## src/rtl/sd_cmd_sequencer_if.sv

```systemverilog
// Command/response bundle between the SD host register block, the command
// sequencer and the CMD-line physical-layer controller.
// The sequencer sits on the slave modport; whoever drives requests and plays
// the physical layer (register block plus PHY, or a bench) uses master.
interface sd_cmd_sequencer_if;
  // host register block side
  logic         cmd_start;
  logic [5:0]   cmd_index;
  logic [31:0]  cmd_argument;
  logic [1:0]   resp_type;
  logic         cmd_abort;
  logic         cmd_busy;
  logic         cmd_done;
  logic [4:0]   error_status;
  logic [127:0] resp_data;

  // physical layer side
  logic [47:0]  phy_frame;
  logic         phy_strobe;
  logic         phy_ack;
  logic         phy_idle;
  logic         phy_no_response;
  logic         phy_strobe_in;
  logic         phy_ack_in;
  logic [127:0] phy_response;
  logic         phy_timeout;

  modport slave (
    input  cmd_start, cmd_index, cmd_argument, resp_type, cmd_abort,
    input  phy_strobe_in, phy_ack_in, phy_response, phy_timeout,
    output cmd_busy, cmd_done, error_status, resp_data,
    output phy_frame, phy_strobe, phy_ack, phy_idle, phy_no_response
  );

  modport master (
    output cmd_start, cmd_index, cmd_argument, resp_type, cmd_abort,
    output phy_strobe_in, phy_ack_in, phy_response, phy_timeout,
    input  cmd_busy, cmd_done, error_status, resp_data,
    input  phy_frame, phy_strobe, phy_ack, phy_idle, phy_no_response
  );
endinterface

```

## src/rtl/sd_cmd_sequencer.sv

```systemverilog
// SD command sequencer: builds the 48-bit CMD frame with a bit-serial CRC7,
// hands it to the physical layer over a strobe/ack handshake, captures the
// response, validates CRC/index/end bit and retries on a bare CRC failure.
// A watchdog over the response wait and an external abort both route through
// a two-cycle ABORT state that forces the physical layer idle.
module sd_cmd_sequencer #(
  parameter int unsigned RETRY_MAX = 2,
  parameter int unsigned WATCHDOG  = 1024
) (
  input logic               sd_clock,
  input logic               reset,
  sd_cmd_sequencer_if.slave bus
);

  localparam int unsigned WD_W = $clog2(WATCHDOG + 1);
  localparam logic [WD_W-1:0] WD_LAST = WD_W'(WATCHDOG - 1);
  localparam int unsigned RT_W = (RETRY_MAX < 1) ? 1 : $clog2(RETRY_MAX + 1);
  localparam logic [RT_W-1:0] RT_MAX = RT_W'(RETRY_MAX);

  typedef enum logic [2:0] {
    S_IDLE, S_BUILD, S_ISSUE, S_WAIT_RESP, S_WAIT_ACK, S_CHECK, S_ABORT, S_DONE
  } state_t;

  state_t          state;
  logic [5:0]      lat_index;
  logic [31:0]     lat_arg;
  logic            lat_long;
  logic [6:0]      crc;
  logic [6:0]      bit_cnt;
  logic [WD_W-1:0] wd_cnt;
  logic [RT_W-1:0] retry_cnt;

  logic            busy_q;
  logic            done_q;
  logic [4:0]      err_q;
  logic [127:0]    resp_data_q;
  logic [47:0]     frame_q;
  logic            strobe_q;
  logic            ack_q;
  logic            idle_q;
  logic            no_resp_q;

  logic [39:0]     cmd_bits;
  logic [6:0]      check_top;
  logic            crc_in_bit;
  logic [6:0]      crc_next;
  logic            last_build;
  logic            last_check;
  logic            crc_err;
  logic            idx_err;
  logic            end_err;
  logic            abort_req;
  logic            wd_expire;

  // Command header the CRC covers: start bit 0, transmission bit 1, index, argument.
  assign cmd_bits  = {2'b01, lat_index, lat_arg};
  assign check_top = lat_long ? 7'd127 : 7'd47;

  // Select the bit fed to the serial CRC: command header in BUILD, response in CHECK.
  // NOTE: every signal written in always_comb gets a default first so no path leaves it unassigned and infers a latch.
  always_comb begin
    crc_in_bit = 1'b0;
    if (state == S_BUILD) begin
      crc_in_bit = cmd_bits[6'd39 - bit_cnt[5:0]];
    end else if (state == S_CHECK) begin
      crc_in_bit = resp_data_q[check_top - bit_cnt];
    end
  end

  // x^7 + x^3 + 1, MSB first, one bit per cycle.
  assign crc_next   = {crc[5:0], 1'b0} ^ ({7{crc_in_bit ^ crc[6]}} & 7'h09);
  assign last_build = (bit_cnt == 7'd39);
  assign last_check = lat_long ? (bit_cnt == 7'd119) : (bit_cnt == 7'd39);

  // Response checks, meaningful on the last CHECK cycle once crc_next holds the full CRC.
  assign crc_err = (crc_next != resp_data_q[7:1]);
  assign idx_err = !lat_long && (resp_data_q[45:40] != lat_index);
  assign end_err = !resp_data_q[0];

  // Abort is honoured in every working state; ABORT and DONE are already winding down.
  assign abort_req = bus.cmd_abort &&
                     (state inside {S_BUILD, S_ISSUE, S_WAIT_RESP, S_WAIT_ACK, S_CHECK});
  assign wd_expire = (state inside {S_WAIT_RESP, S_WAIT_ACK}) && (wd_cnt == WD_LAST);

  // Sequencer FSM with all datapath registers and registered outputs.
  // NOTE: sequential state uses non-blocking assignments so every register samples pre-edge values.
  // NOTE: the reset is asynchronous, so outputs drop the moment reset asserts, not at the next edge.
  always_ff @(posedge sd_clock or negedge reset) begin
    if (!reset) begin
      state       <= S_IDLE;
      lat_index   <= '0;
      lat_arg     <= '0;
      lat_long    <= 1'b0;
      crc         <= '0;
      bit_cnt     <= '0;
      wd_cnt      <= '0;
      retry_cnt   <= '0;
      busy_q      <= 1'b0;
      done_q      <= 1'b0;
      err_q       <= '0;
      resp_data_q <= '0;
      frame_q     <= '0;
      strobe_q    <= 1'b0;
      ack_q       <= 1'b0;
      idle_q      <= 1'b0;
      no_resp_q   <= 1'b0;
    end else begin
      done_q <= 1'b0;
      if (abort_req || wd_expire) begin
        // Abort beats a same-cycle response strobe, so nothing is latched here.
        if (abort_req) err_q[4] <= 1'b1;
        if (wd_expire) err_q[3] <= 1'b1;
        strobe_q <= 1'b0;
        ack_q    <= 1'b0;
        idle_q   <= 1'b1;
        bit_cnt  <= '0;
        state    <= S_ABORT;
      end else begin
        case (state)
          S_IDLE: begin
            if (bus.cmd_start) begin
              lat_index   <= bus.cmd_index;
              lat_arg     <= bus.cmd_argument;
              lat_long    <= (bus.resp_type == 2'b10);
              no_resp_q   <= (bus.resp_type == 2'b00);
              err_q       <= '0;
              resp_data_q <= '0;
              crc         <= '0;
              bit_cnt     <= '0;
              busy_q      <= 1'b1;
              state       <= S_BUILD;
            end
          end
          S_BUILD: begin
            crc <= crc_next;
            if (last_build) begin
              frame_q  <= {cmd_bits, crc_next, 1'b1};
              bit_cnt  <= '0;
              strobe_q <= 1'b1;
              state    <= S_ISSUE;
            end else begin
              bit_cnt <= bit_cnt + 7'd1;
            end
          end
          S_ISSUE: begin
            strobe_q <= 1'b0;
            wd_cnt   <= '0;
            state    <= S_WAIT_RESP;
          end
          S_WAIT_RESP: begin
            wd_cnt <= wd_cnt + 1'b1;
            if (bus.phy_strobe_in) begin
              resp_data_q <= bus.phy_response;
              err_q[3]    <= bus.phy_timeout;
              ack_q       <= 1'b1;
              state       <= S_WAIT_ACK;
            end
          end
          S_WAIT_ACK: begin
            wd_cnt <= wd_cnt + 1'b1;
            if (bus.phy_ack_in) begin
              ack_q <= 1'b0;
              if (no_resp_q || err_q[3]) begin
                state <= S_DONE;
              end else begin
                crc     <= '0;
                bit_cnt <= '0;
                state   <= S_CHECK;
              end
            end
          end
          S_CHECK: begin
            crc <= crc_next;
            if (last_check) begin
              if (crc_err && !idx_err && !end_err && (retry_cnt < RT_MAX)) begin
                retry_cnt <= retry_cnt + 1'b1;
                err_q     <= '0;
                strobe_q  <= 1'b1;
                state     <= S_ISSUE;
              end else begin
                err_q[2:0] <= {crc_err, idx_err, end_err};
                state      <= S_DONE;
              end
            end else begin
              bit_cnt <= bit_cnt + 7'd1;
            end
          end
          S_ABORT: begin
            if (bit_cnt == 7'd1) begin
              idle_q <= 1'b0;
              state  <= S_DONE;
            end else begin
              bit_cnt <= bit_cnt + 7'd1;
            end
          end
          S_DONE: begin
            done_q    <= 1'b1;
            busy_q    <= 1'b0;
            retry_cnt <= '0;
            state     <= S_IDLE;
          end
          default: state <= S_IDLE;
        endcase
      end
    end
  end

  assign bus.cmd_busy        = busy_q;
  assign bus.cmd_done        = done_q;
  assign bus.error_status    = err_q;
  assign bus.resp_data       = resp_data_q;
  assign bus.phy_frame       = frame_q;
  assign bus.phy_strobe      = strobe_q;
  assign bus.phy_ack         = ack_q;
  assign bus.phy_idle        = idle_q;
  assign bus.phy_no_response = no_resp_q;

endmodule

```

## src/flat_wrapper.sv

```systemverilog
// flat-port wrapper written by rule: the top's interface ports become plain ports
module sd_cmd_sequencer_flat 
#(
  parameter int unsigned RETRY_MAX = 2,
  parameter int unsigned WATCHDOG  = 1024
)
  (sd_clock, reset, bus_cmd_start, bus_cmd_index, bus_cmd_argument, bus_resp_type, bus_cmd_abort, bus_phy_strobe_in, bus_phy_ack_in, bus_phy_response, bus_phy_timeout, bus_cmd_busy, bus_cmd_done, bus_error_status, bus_resp_data, bus_phy_frame, bus_phy_strobe, bus_phy_ack, bus_phy_idle, bus_phy_no_response);
  sd_cmd_sequencer_if bus_i ();
  input logic sd_clock;
  input logic reset;
  input wire logic [$bits(bus_i.cmd_start)-1:0] bus_cmd_start;
  input wire logic [$bits(bus_i.cmd_index)-1:0] bus_cmd_index;
  input wire logic [$bits(bus_i.cmd_argument)-1:0] bus_cmd_argument;
  input wire logic [$bits(bus_i.resp_type)-1:0] bus_resp_type;
  input wire logic [$bits(bus_i.cmd_abort)-1:0] bus_cmd_abort;
  input wire logic [$bits(bus_i.phy_strobe_in)-1:0] bus_phy_strobe_in;
  input wire logic [$bits(bus_i.phy_ack_in)-1:0] bus_phy_ack_in;
  input wire logic [$bits(bus_i.phy_response)-1:0] bus_phy_response;
  input wire logic [$bits(bus_i.phy_timeout)-1:0] bus_phy_timeout;
  output wire logic [$bits(bus_i.cmd_busy)-1:0] bus_cmd_busy;
  output wire logic [$bits(bus_i.cmd_done)-1:0] bus_cmd_done;
  output wire logic [$bits(bus_i.error_status)-1:0] bus_error_status;
  output wire logic [$bits(bus_i.resp_data)-1:0] bus_resp_data;
  output wire logic [$bits(bus_i.phy_frame)-1:0] bus_phy_frame;
  output wire logic [$bits(bus_i.phy_strobe)-1:0] bus_phy_strobe;
  output wire logic [$bits(bus_i.phy_ack)-1:0] bus_phy_ack;
  output wire logic [$bits(bus_i.phy_idle)-1:0] bus_phy_idle;
  output wire logic [$bits(bus_i.phy_no_response)-1:0] bus_phy_no_response;
  assign bus_i.cmd_start = bus_cmd_start;
  assign bus_i.cmd_index = bus_cmd_index;
  assign bus_i.cmd_argument = bus_cmd_argument;
  assign bus_i.resp_type = bus_resp_type;
  assign bus_i.cmd_abort = bus_cmd_abort;
  assign bus_i.phy_strobe_in = bus_phy_strobe_in;
  assign bus_i.phy_ack_in = bus_phy_ack_in;
  assign bus_i.phy_response = bus_phy_response;
  assign bus_i.phy_timeout = bus_phy_timeout;
  assign bus_cmd_busy = bus_i.cmd_busy;
  assign bus_cmd_done = bus_i.cmd_done;
  assign bus_error_status = bus_i.error_status;
  assign bus_resp_data = bus_i.resp_data;
  assign bus_phy_frame = bus_i.phy_frame;
  assign bus_phy_strobe = bus_i.phy_strobe;
  assign bus_phy_ack = bus_i.phy_ack;
  assign bus_phy_idle = bus_i.phy_idle;
  assign bus_phy_no_response = bus_i.phy_no_response;
  sd_cmd_sequencer #(.RETRY_MAX(RETRY_MAX), .WATCHDOG(WATCHDOG)) u_core (.sd_clock(sd_clock), .reset(reset), .bus(bus_i));
endmodule
```

## config.mk

```make
export PLATFORM = sky130hd
export DESIGN_NAME = sd_cmd_sequencer_flat
export DESIGN_NICKNAME = d
export VERILOG_FILES = /design/src/rtl/sd_cmd_sequencer_if.sv /design/src/rtl/sd_cmd_sequencer.sv /design/src/flat_wrapper.sv
export SDC_FILE = /design/constraint.sdc
export NUM_CORES = 1
export LEC_CHECK = 0
export CAP_MARGIN = 30
export CORE_MARGIN = 8
export CORE_UTILIZATION = 40
export CTS_BUF_LIST = sky130_fd_sc_hd__clkbuf_8 sky130_fd_sc_hd__clkbuf_16
export DETAILED_ROUTE_END_ITERATION = 7
export PLACE_DENSITY = 0.67
export SYNTH_ARGS = -nofsm -noshare
export SYNTH_HDL_FRONTEND = slang
export SYNTH_SLANG_ARGS = --single-unit
```

## constraint.sdc

```tcl
create_clock -name sd_clock -period 3.9 [get_ports sd_clock]
set_input_delay 0.78 -clock sd_clock [delete_from_list [all_inputs] [get_ports sd_clock]]
set_output_delay 0.78 -clock sd_clock [all_outputs]
set_load 0.05 [all_outputs]
```

==> results of run 1 <==
[cell families (layout without fill, tap and decap cells)]
| logic type | count (synthesis) | after routing | synth area share (%) |
|---|---|---|---|
| simple gates | 553 | 553 | 18.4 |
| compound gates | 267 | 267 | 12.5 |
| flops | 254 | 254 | 50.8 |
| buf+inv | 107 | 453 | 4.01 |
| mux | 102 | 102 | 12.2 |
| xor+xnor | 17 | 17 | 1.30 |
| fa+ha+maj | 7 | 7 | 0.700 |
| other cells | 1 | 2 | 0.0300 |
[worst register-to-register path, cell delays in order (launching register included)]
cell and delay, ns:
dfrtp_2 0.88, buf_4 0.36, a21oi_1 0.11, a311oi_2 0.24
a21oi_1 0.06, or4_1 0.42, a211o_1 0.34, nand2_1 0.15
mux2_4 0.32, nand2_2 0.12, nor3_1 0.09, a221oi_2 0.25
[registers in the layout, indices dropped and copies added, names as in the netlist]
| register | count |
|---|---|
| u_core.bus.cmd_busy | 1 |
| u_core.bit_cnt | 7 |
| u_core.wd_cnt | 11 |
| u_core.crc | 7 |
| u_core.lat_long | 1 |
| u_core.bus.cmd_done | 1 |
| u_core.bus.resp_data | 128 |
| u_core.lat_index | 6 |
| u_core.bus.phy_frame | 46 |
| u_core.bus.phy_idle | 1 |
| u_core.bus.error_status | 5 |
| u_core.lat_arg | 32 |
| u_core.retry_cnt | 2 |
| u_core.bus.phy_no_response | 1 |
| u_core.bus.phy_ack | 1 |
| u_core.bus.phy_strobe | 1 |
| u_core.state | 3 |
[area by class of cell]
cell class | instances | area [µm²]
inverter | 16 | 60.1
clock buffer | 34 | 806
sequential | 254 | 6360
antenna | 1 | 2.50
clock inverter | 16 | 170
multi-input combinational | 947 | 5680
timing repair buffer | 387 | 3870
tap | 396 | 495
fill | 2689 | 13200
[cell usage in the layout (no fill, tap or decap), types with 20 or more instances in the layout]
cell type	Yosys	final
a21oi_1	37	37
clkdlybuf4s50_1	0	359
o21ai_0	162	162
clkbuf_16	0	30
dfrtp_1	254	251
mux2_2	46	46
inv_1	15	20
nand2_1	428	427
nor2_1	35	34
buf_4	6	22
mux4_2	33	33
[power groups by stage]
stage	combinational, mW	sequential, mW	clock, mW
6_report	6.78	4.62	2.78
5_1_grt	7.25	4.73	2.93
4_1_cts	6.82	4.63	2.83
3_5_place_dp	6.79	4.65	0
3_3_place_gp	6.72	4.65	0
2_1_floorplan	2.52	6.25	0
[how the worst min path moves through the flow]
stage	start	end	slack, ns	cells after the start
after CTS	reset	u_core.bus.phy_ack	0.20	1
after global placement	u_core.retry_cnt[1]	u_core.retry_cnt[1]	0.47	1
after detailed placement	u_core.retry_cnt[1]	u_core.retry_cnt[1]	0.48	1
after floorplan	u_core.retry_cnt[1]	u_core.retry_cnt[1]	0.46	1
final	reset	u_core.wd_cnt[9]	0.18	1
after global routing	reset	u_core.wd_cnt[8]	0.22	1
[routing by layer]
metal	vias up	wire, µm	global-route usage (%)
met5	-	10	0
met2	452	21500	38.8
met1	5282	17400	28.9
met4	2	1280	6.84
met3	72	3910	7.01
li1	5171	-	-
==> flow_metrics.py, run 1 <==
metrics = {
    "cells_and_area": {
        "fin_area_um2": 17400,
        "drive_above_1_share_pct": 10.3,
        "syn_to_final_growth_pct": 39.5,
        "final_nets": 1818,
        "final_util_pct": 56.9,
        "final_cells": 2051,
    },
    "sta": {
        "setup_viol": 0,
        "setup_tns_ns": 0,
        "hold_violations": 0,
        "fmax_ghz": 0.292,
        "fin_hold_ws_ns": 0.176,
        "fin_crit_sh_pct": 87.8,
        "drv_slew": 0,
        "clock_skew_ns": 0.0157,
        "worst_pin_slew_ns": 0.851,
        "layout_setup_ws_ns": 0.477,
        "slew_headroom_pct": 43.3,
        "min_period_ns": 3.42,
        "grt_setup_unrepaired": "false",
    },
    "setup_path": {
        "crit_start": "u_core.bit_cnt[1]",
        "max_stage_delay_ns": 0.88,
        "critical_path.cell_chain": "buf_4 -> a21oi_1 -> a311oi_2 -> a21oi_1 -> or4_1 -> a211o_1 -> nand2_1 -> mux2_4 -> nand2_2 -> nor3_1 -> a221oi_2",
        "cp-endpoint": "u_core.bus.error_status[4]",
        "crit_buf_inv": 1,
        "critPathLaunchType": "register",
        "cp_top_family": "compound AO/OA/AOI/OAI gates",
        "arrival_ns": 3.88,
        "r2r_end": "u_core.bus.error_status[4]",
        "crit_fanout": 28,
        "r2r_cells": 11,
        "crit_slowest_cell": "dfrtp_2",
        "crit_top_cell": "a21oi_1",
        "r2r_setup_slack_ns": 0.48,
        "crit_required_ns": 4.36,
        "r2r-start": "u_core.bit_cnt[1]",
        "end_kind": "register",
        "path_depth": 11,
        "crit_type": "reg2reg",
    },
    "die": {
        "ioPinCount": 362,
        "coreArea_um2": 30700,
        "rows": 64,
        "die_h_um": 193,
        "initial_core_util_pct": 40.8,
        "die_area_um2": 37200,
        "chipWidth_um": 193,
    },
    "placement": {
        "io_buffers": 360,
        "dpl_worst_slack_ns": 0.459,
        "dp_hpwl_mm": 32.8,
        "gp_congestion": 0.863,
        "place_inst": 2000,
        "place_area_um2": 16500,
    },
    "pwr": {
        "totalPowerFinal_mw": 14.2,
        "p_leak_nw": 7.40,
        "vdd_drop_max_v": 0.000668,
        "power.share.clock_pct": 19.6,
        "p_per_area_nw_per_um2": 813,
        "power_frac_comb_pct": 47.8,
        "switching_share_pct": 46.7,
        "pwr-share-seq_pct": 32.6,
        "p_switching_mw": 6.63,
        "internal_power_mw": 7.55,
    },
    "synthesis": {
        "yosys_most_used_dff": "dfrtp_1",
        "syn_inst": 1308,
        "synth_area_um2": 12500,
        "ys_types": 70,
        "avgSynthCellArea_um2": 9.56,
        "synth_nets": 1490,
        "yosys.area.top_type": "dfrtp_1",
        "ys_warn_count": 0,
        "synth.top_cell.area_share_pct": 50.8,
        "synth_area_leaders": "dfrtp_1 (51%), nand2_1 (13%), o21ai_0 (6.5%)",
        "async_flop_share_pct": 100,
        "synth-edff-count": 0,
        "ys_ff_latch": 254,
        "seq_area_frac_synth_pct": 50.8,
        "synth_commonest_cells": "nand2_1 (428), dfrtp_1 (254), o21ai_0 (162)",
        "yosysMostFrequentCell": "nand2_1",
    },
    "detailed_routing": {
        "drtIter0Drc": 663,
        "ant_nets": 0,
        "num_vias": 10979,
        "drc": 0,
        "post_drt_wl_per_cell_um": 21.5,
        "via_per_inst": 5.35,
        "routed_wl_mm": 44.0,
        "first_pass_iters": 6,
    },
    "global_routing": {
        "grt_max_degree": 84,
        "grt-ovfl-total": 0,
        "antenna_found_initial": 3,
        "grt_usage_pct": 23.3,
        "grt_pass1_vias": 11215,
        "grt_pass1_wl_mm": 67.5,
    },
    "clock_network": {
        "cts.clk_slew.worst_paths_ns": 0.06,
        "cts_max_path_buffers": 3,
        "postCtsSetupBuffers": 0,
        "cts_made_buffers": 30,
        "insertion_delay_ns": 0.56,
        "cts_resized": 0,
        "htree_levels": 1,
        "cts.sinks": 254,
        "ctsHoldBuffers": 0,
        "tritoncts": "yes",
        "cts_root_buf": "clkbuf_16",
    },
    "run": {
        "drv_cap": 0,
    },
    "outcome": {
        "status": "complete, no violations",
    },
    "worst_hold_path": {
        "hp-class": "in2async",
    },
}
No activity file was read; power rests on OpenSTA's default activity.
==> run 2, diff against run 1 <==
- PLACE_DENSITY: 0.67 -> 0.7
- clock period: 3.9 -> 3.1 ns (I/O delays scaled with it)
==> run 2 against run 1 <==
Compared with the run above: register-to-register slack got worse by 0.37 ns; first-iteration DRC count is 19% higher; setup slack worse by 0.37 ns.
==> flow_metrics.py, run 2 (synthesized netlist as in run 1, its figures left out) <==
metrics = {
    "outcome": {
        "status": "complete, no violations",
    },
    "detailed_routing": {
        "ant_nets": 0,
        "post_drt_wl_per_cell_um": 21.2,
        "routed_wl_mm": 44.6,
        "first_pass_iters": 5,
        "drtIter0Drc": 788,
        "via_per_inst": 5.38,
        "drc": 0,
        "num_vias": 11290,
    },
    "global_routing": {
        "antenna_found_initial": 1,
        "grt_pass1_vias": 11581,
        "grt-ovfl-total": 0,
        "grt_max_degree": 131,
        "grt_usage_pct": 23.3,
        "grt_pass1_wl_mm": 67.6,
    },
    "clock_network": {
        "cts_root_buf": "clkbuf_16",
        "cts_made_buffers": 29,
        "cts.clk_slew.worst_paths_ns": 0.06,
        "insertion_delay_ns": 0.56,
        "cts_max_path_buffers": 3,
        "ctsHoldBuffers": 0,
        "htree_levels": 1,
        "tritoncts": "yes",
        "cts.sinks": 254,
    },
    "cells_and_area": {
        "final_nets": 1863,
        "largest_register_ffs": 128,
        "final_common_cell": "nand2_1",
        "syn_to_final_growth_pct": 44.8,
        "most-common-layout-cells": "nand2_1 (426), clkdlybuf4s50_1 (359), dfrtp_1 (251), o21ai_0 (161), buf_4 (56)",
        "drive_above_1_share_pct": 13.7,
    },
    "pwr": {
        "p_leak_nw": 7.71,
        "vdd_drop_max_v": 0.000605,
        "p_switching_mw": 8.53,
        "p_per_area_nw_per_um2": 1020,
        "totalPowerFinal_mw": 18.5,
        "power.share.clock_pct": 19.5,
        "power_frac_comb_pct": 49.8,
        "internal_power_mw": 10.0,
        "pwr-share-seq_pct": 30.6,
        "switching_share_pct": 46.0,
    },
    "die": {
        "die_area_um2": 37200,
        "chipWidth_um": 193,
        "ioPinCount": 362,
        "rows": 64,
        "initial_core_util_pct": 40.8,
        "die_h_um": 193,
        "coreArea_um2": 30700,
    },
    "sta": {
        "hold_violations": 0,
        "fin_crit_sh_pct": 96.4,
        "worst_pin_slew_ns": 0.683,
        "clock_skew_ns": 0.0125,
        "min_period_ns": 2.99,
        "setup_viol": 0,
        "grt_setup_unrepaired": "false",
        "setup_tns_ns": 0,
        "fmax_ghz": 0.335,
        "slew_headroom_pct": 54.4,
        "drv_slew": 0,
    },
    "setup_path": {
        "arrival_ns": 3.42,
        "cp_top_family": "compound AO/OA/AOI/OAI gates",
        "end_kind": "register",
        "r2r_end": "u_core.state[2]",
        "r2r-start": "u_core.bit_cnt[0]",
        "crit_buf_inv": 2,
        "crit_type": "reg2reg",
        "critPathLaunchType": "register",
        "critical_path.cell_chain": "buf_12 -> mux4_2 -> nor2b_1 -> a2111oi_4 -> a211oi_2 -> o22ai_4 -> a21oi_2 -> a41oi_2 -> nand3b_1 -> buf_4 -> o211ai_1 -> nand3_1",
        "crit_required_ns": 3.53,
        "crit_fanout": 4,
        "r2r_setup_slack_ns": 0.11,
        "crit_slowest_cell": "mux4_2",
        "max_stage_delay_ns": 0.48,
        "r2r_cells": 12,
    },
    "run": {
        "drv_cap": 0,
    },
    "placement": {
        "gp_congestion": 0.879,
        "dp_hpwl_mm": 33.3,
        "io_buffers": 360,
    },
    "worst_hold_path": {
        "hp-class": "in2async",
    },
}
run 2: cell types whose count changed in the layout (fill, tap and decap cells not counted), moves of 3 or more:
cell      before  now
buf_4         22   56
buf_12         5   14
clkbuf_8       4    8
a211oi_1       3    0
a211oi_2       0    3
run 2: layout make-up:
type / count / area (µm²)
inverter: 16 / 60.1
tap: 396 / 495
clock inverter: 16 / 194
fill: 2555 / 12600
timing repair buffer: 433 / 4370
multi-input combinational: 947 / 5790
sequential: 254 / 6360
clock buffer: 37 / 836
antenna: 1 / 2.50
run 2: metal layers:
layer | part of all wire [%] | up-vias | GRT usage [%]
li1 | - | 5269 | -
met1 | 40 | 5503 | 28.9
met2 | 48 | 431 | 38.3
met3 | 7.9 | 87 | 6.36
met4 | 3.9 | 0 | 8.43
met5 | 0 | - | 0
run 2: power by group through the flow:
| stage | clock, mW | sequential (mW) | combinational, mW |
|---|---|---|---|
| floorplan | 0 | 7.86 | 3.17 |
| global placement | 0 | 5.73 | 8.81 |
| detailed placement | 0 | 5.71 | 8.94 |
| CTS | 3.70 | 5.68 | 9.01 |
| global route | 3.83 | 5.82 | 9.85 |
| finish | 3.62 | 5.68 | 9.24 |
run 2: timing repair:
action	in CTS	in global routing
setup buffers	3	11
pin swaps	1	10
endpoints found under the setup margin	3	131
gates cloned	0	2
gates resized for setup	2	23
run 2: worst max-delay path by stage:
stage,from,end,depth (start not counted)
after floorplan,u_core.bit_cnt[3],u_core.bus.error_status[4],11
after CTS,u_core.bit_cnt[0],u_core.bus.error_status[3],10
final,u_core.bit_cnt[0],u_core.state[2],12
after global routing,u_core.bit_cnt[1],u_core.state[0],13
after global placement,u_core.bit_cnt[0],u_core.retry_cnt[0],10
after detailed placement,u_core.bit_cnt[0],u_core.bus.error_status[3],10
run 2: stage by stage:
| stage | std cells | setup slack [ns] | cell area [µm²] | utilization (%) | hold WS, ns |
|---|---|---|---|---|---|
| floorplan | 1308 | 0.289 | 12500 | - | 0.324 |
| global placement | 2031 | 0.0689 | 16800 | 54.7 | 0.472 |
| detailed placement | 2031 | -0.00375 | 16800 | 54.7 | 0.479 |
| CTS | 2086 | 0.0252 | 17900 | 58.2 | 0.0621 |
| global route | 2100 | 0.00324 | 18100 | 59.0 | 0.0659 |
| finish | 2100 | 0.111 | 18100 | 59.0 | 0.0226 |
==> run 3, diff against run 2 <==
- CORE_MARGIN: 8 -> default
- CORE_UTILIZATION: 40 -> 44
- PLACE_DENSITY: 0.7 -> 0.76
==> run 3 against run 2 <==
Compared with the run above: first-iteration DRC count increased by 19%; worst hold slack improved by 0.47 ns; setup slack got worse by 0.019 ns; clock skew increased by 0.014 ns; largest cell class unchanged.
==> flow_metrics.py, run 3 (synthesized netlist as in run 1, its figures left out) <==
metrics = {
    "placement": {
        "gp_congestion": 0.907,
        "dpl_worst_slack_ns": 0.0121,
        "place_inst": 2002,
        "io_buffers": 360,
        "dp_hpwl_mm": 29.8,
    },
    "worst_hold_path": {
        "hp-class": "reg2reg",
    },
    "cells_and_area": {
        "final_cells": 2067,
        "largest_register_ffs": 128,
        "final_nets": 1850,
        "final_common_cell": "nand2_1",
        "final-seq-area_um2": 6360,
        "multi_input_area_um2": 5740,
        "diodes": 0,
        "drive_above_1_share_pct": 12.7,
        "syn_to_final_growth_pct": 42.7,
        "fill_cells": 2242,
        "most-common-layout-cells": "nand2_1 (426), clkdlybuf4s50_1 (359), dfrtp_1 (250), o21ai_0 (162), mux2_2 (46)",
    },
    "detailed_routing": {
        "top_layer": "met4",
        "routed_wl_mm": 40.7,
        "post_drt_wl_per_cell_um": 19.7,
        "met2RoutedLength_mm": 20.5,
        "drc": 0,
        "first_pass_iters": 5,
        "drtIter0Drc": 936,
        "via_per_inst": 5.44,
        "route.met3.wl_mm": 2.70,
        "ant_nets": 0,
        "num_vias": 11239,
        "met1_length_mm": 16.0,
    },
    "pwr": {
        "pwr-share-seq_pct": 31.4,
        "vdd_drop_max_v": 0.000735,
        "power_frac_comb_pct": 49.9,
        "p_leak_nw": 7.58,
        "p_switching_mw": 8.43,
        "power.share.clock_pct": 18.7,
        "internal_power_mw": 9.72,
        "p_per_area_nw_per_um2": 1020,
        "switching_share_pct": 46.4,
    },
    "setup_path": {
        "arrival_ns": 3.46,
        "crit_buf_inv": 2,
        "crit_type": "reg2reg",
        "crit_slowest_cell": "dfrtp_1",
        "critical_path.cell_chain": "inv_1 -> ha_1 -> ha_1 -> xnor3_1 -> buf_4 -> and3b_1 -> a221oi_1 -> o211a_1 -> o22ai_4 -> nand2_2 -> mux2_4 -> nand2_2 -> nor3_2 -> a221oi_2",
        "crit_required_ns": 3.55,
        "crit_fanout": 7,
        "max_stage_delay_ns": 0.38,
        "cp_top_family": "compound AO/OA/AOI/OAI gates",
        "end_kind": "register",
        "critPathLaunchType": "register",
    },
    "die": {
        "ioPinCount": 362,
        "initial_core_util_pct": 44.9,
        "die_h_um": 171,
        "die_area_um2": 29100,
        "rows": 61,
        "chipWidth_um": 171,
        "coreArea_um2": 27900,
    },
    "sta": {
        "layout_setup_ws_ns": 0.0915,
        "fin_crit_sh_pct": 97.0,
        "min_period_ns": 3.01,
        "hold_violations": 0,
        "fin_hold_ws_ns": 0.498,
        "worst_pin_slew_ns": 0.658,
        "grt_setup_unrepaired": "true",
        "drv_slew": 0,
        "slew_headroom_pct": 56.1,
        "clock_skew_ns": 0.0270,
        "setup_tns_ns": 0,
        "setup_viol": 0,
        "fmax_ghz": 0.332,
    },
    "global_routing": {
        "grt_max_degree": 129,
        "grt_pass1_vias": 10953,
        "grt_usage_pct": 27.7,
        "grt-ovfl-total": 0,
        "antenna_found_initial": 0,
        "grt_pass1_wl_mm": 62.4,
    },
    "clock_network": {
        "tritoncts": "yes",
        "cts_max_path_buffers": 3,
        "htree_levels": 1,
        "cts.clk_slew.worst_paths_ns": 0.06,
        "cts.sinks": 254,
        "cts_made_buffers": 28,
        "cts_root_buf": "clkbuf_16",
        "insertion_delay_ns": 0.56,
    },
    "outcome": {
        "status": "complete, no violations",
    },
    "run": {
        "drv_cap": 0,
    },
}
-- run 3: changes by cell type in the layout (fill, tap and decap cells not counted), moves of 4 or more --
| cell | before | now |
|---|---|---|
| buf_4 | 56 | 41 |
| clkinvlp_4 | 1 | 7 |
| buf_6 | 1 | 5 |
| clkbuf_8 | 8 | 4 |
-- run 3: power groups by stage --
stage	clock network, mW	registers [mW]	logic (mW)
after floorplan	0	7.86	3.17
after global placement	0	5.74	8.61
after detailed placement	0	5.73	8.78
after CTS	3.45	5.69	8.84
after global routing	3.60	5.79	9.63
final	3.40	5.69	9.06
-- run 3: per-layer routing --
layer  vias to the layer above  global-route usage (%)
li1                       5248                       -
met1                      5495                    35.3
met2                       416                    47.0
met3                        80                    4.97
met4                         0                    10.3
met5                         -                       0
-- run 3: worst paths after layout --
kind	from	end	slack [ns]	cells after the start
setup / recovery	u_core.lat_long	u_core.bus.error_status[4]	0.09	14
hold / removal	u_core.lat_arg[27]	u_core.lat_arg[27]	0.50	2
setup reg to reg	u_core.lat_long	u_core.bus.error_status[4]	0.09	14
hold reg to reg	u_core.lat_arg[27]	u_core.lat_arg[27]	0.50	2
max in group asynchronous	reset	u_core.bus.resp_data[88]	1.58	3
min in group asynchronous	reset	u_core.bus.resp_data[7]	0.59	2
-- run 3: per-stage QoR --
stage,utilization (%),cell area (µm²),total power [mW]
2_1_floorplan,-,12500,11.0
3_3_place_gp,59.9,16700,14.4
3_5_place_dp,59.9,16700,14.5
4_1_cts,63.4,17700,18.0
5_1_grt,64.1,17800,19.0
6_report,64.1,17800,18.1
-- run 3: worst reg2reg max path, stage by stage (launching register included) --
cell      delay, ns
dfrtp_1        0.38
inv_1          0.07
ha_1           0.18
ha_1           0.20
xnor3_1        0.20
buf_4          0.18
and3b_1        0.17
a221oi_1       0.27
o211a_1        0.25
o22ai_4        0.11
nand2_2        0.11
mux2_4         0.32
nand2_2        0.14
nor3_2         0.07
a221oi_2       0.25
-- run 3: layout make-up --
| cell class | instances | share of cell area (%) |
|---|---|---|
| Sequential cell | 254 | 35.6 |
| Multi-Input combinational cell | 947 | 32.2 |
| Timing Repair Buffer | 421 | 23.8 |
| Clock buffer | 32 | 4.23 |
| Tap cell | 378 | 2.65 |
| Clock inverter | 19 | 1.11 |
| Inverter | 16 | 0.337 |
-- run 3: timing repair --
item | 4_1_cts | 5_1_grt
gates cloned | 0 | 1
resized for setup | 1 | 16
hold buffers | 1 | 0
endpoints found under the hold margin | 33 | 0
setup endpoints to repair | 3 | 140
setup buffers | 1 | 11
pin swaps | 1 | 9
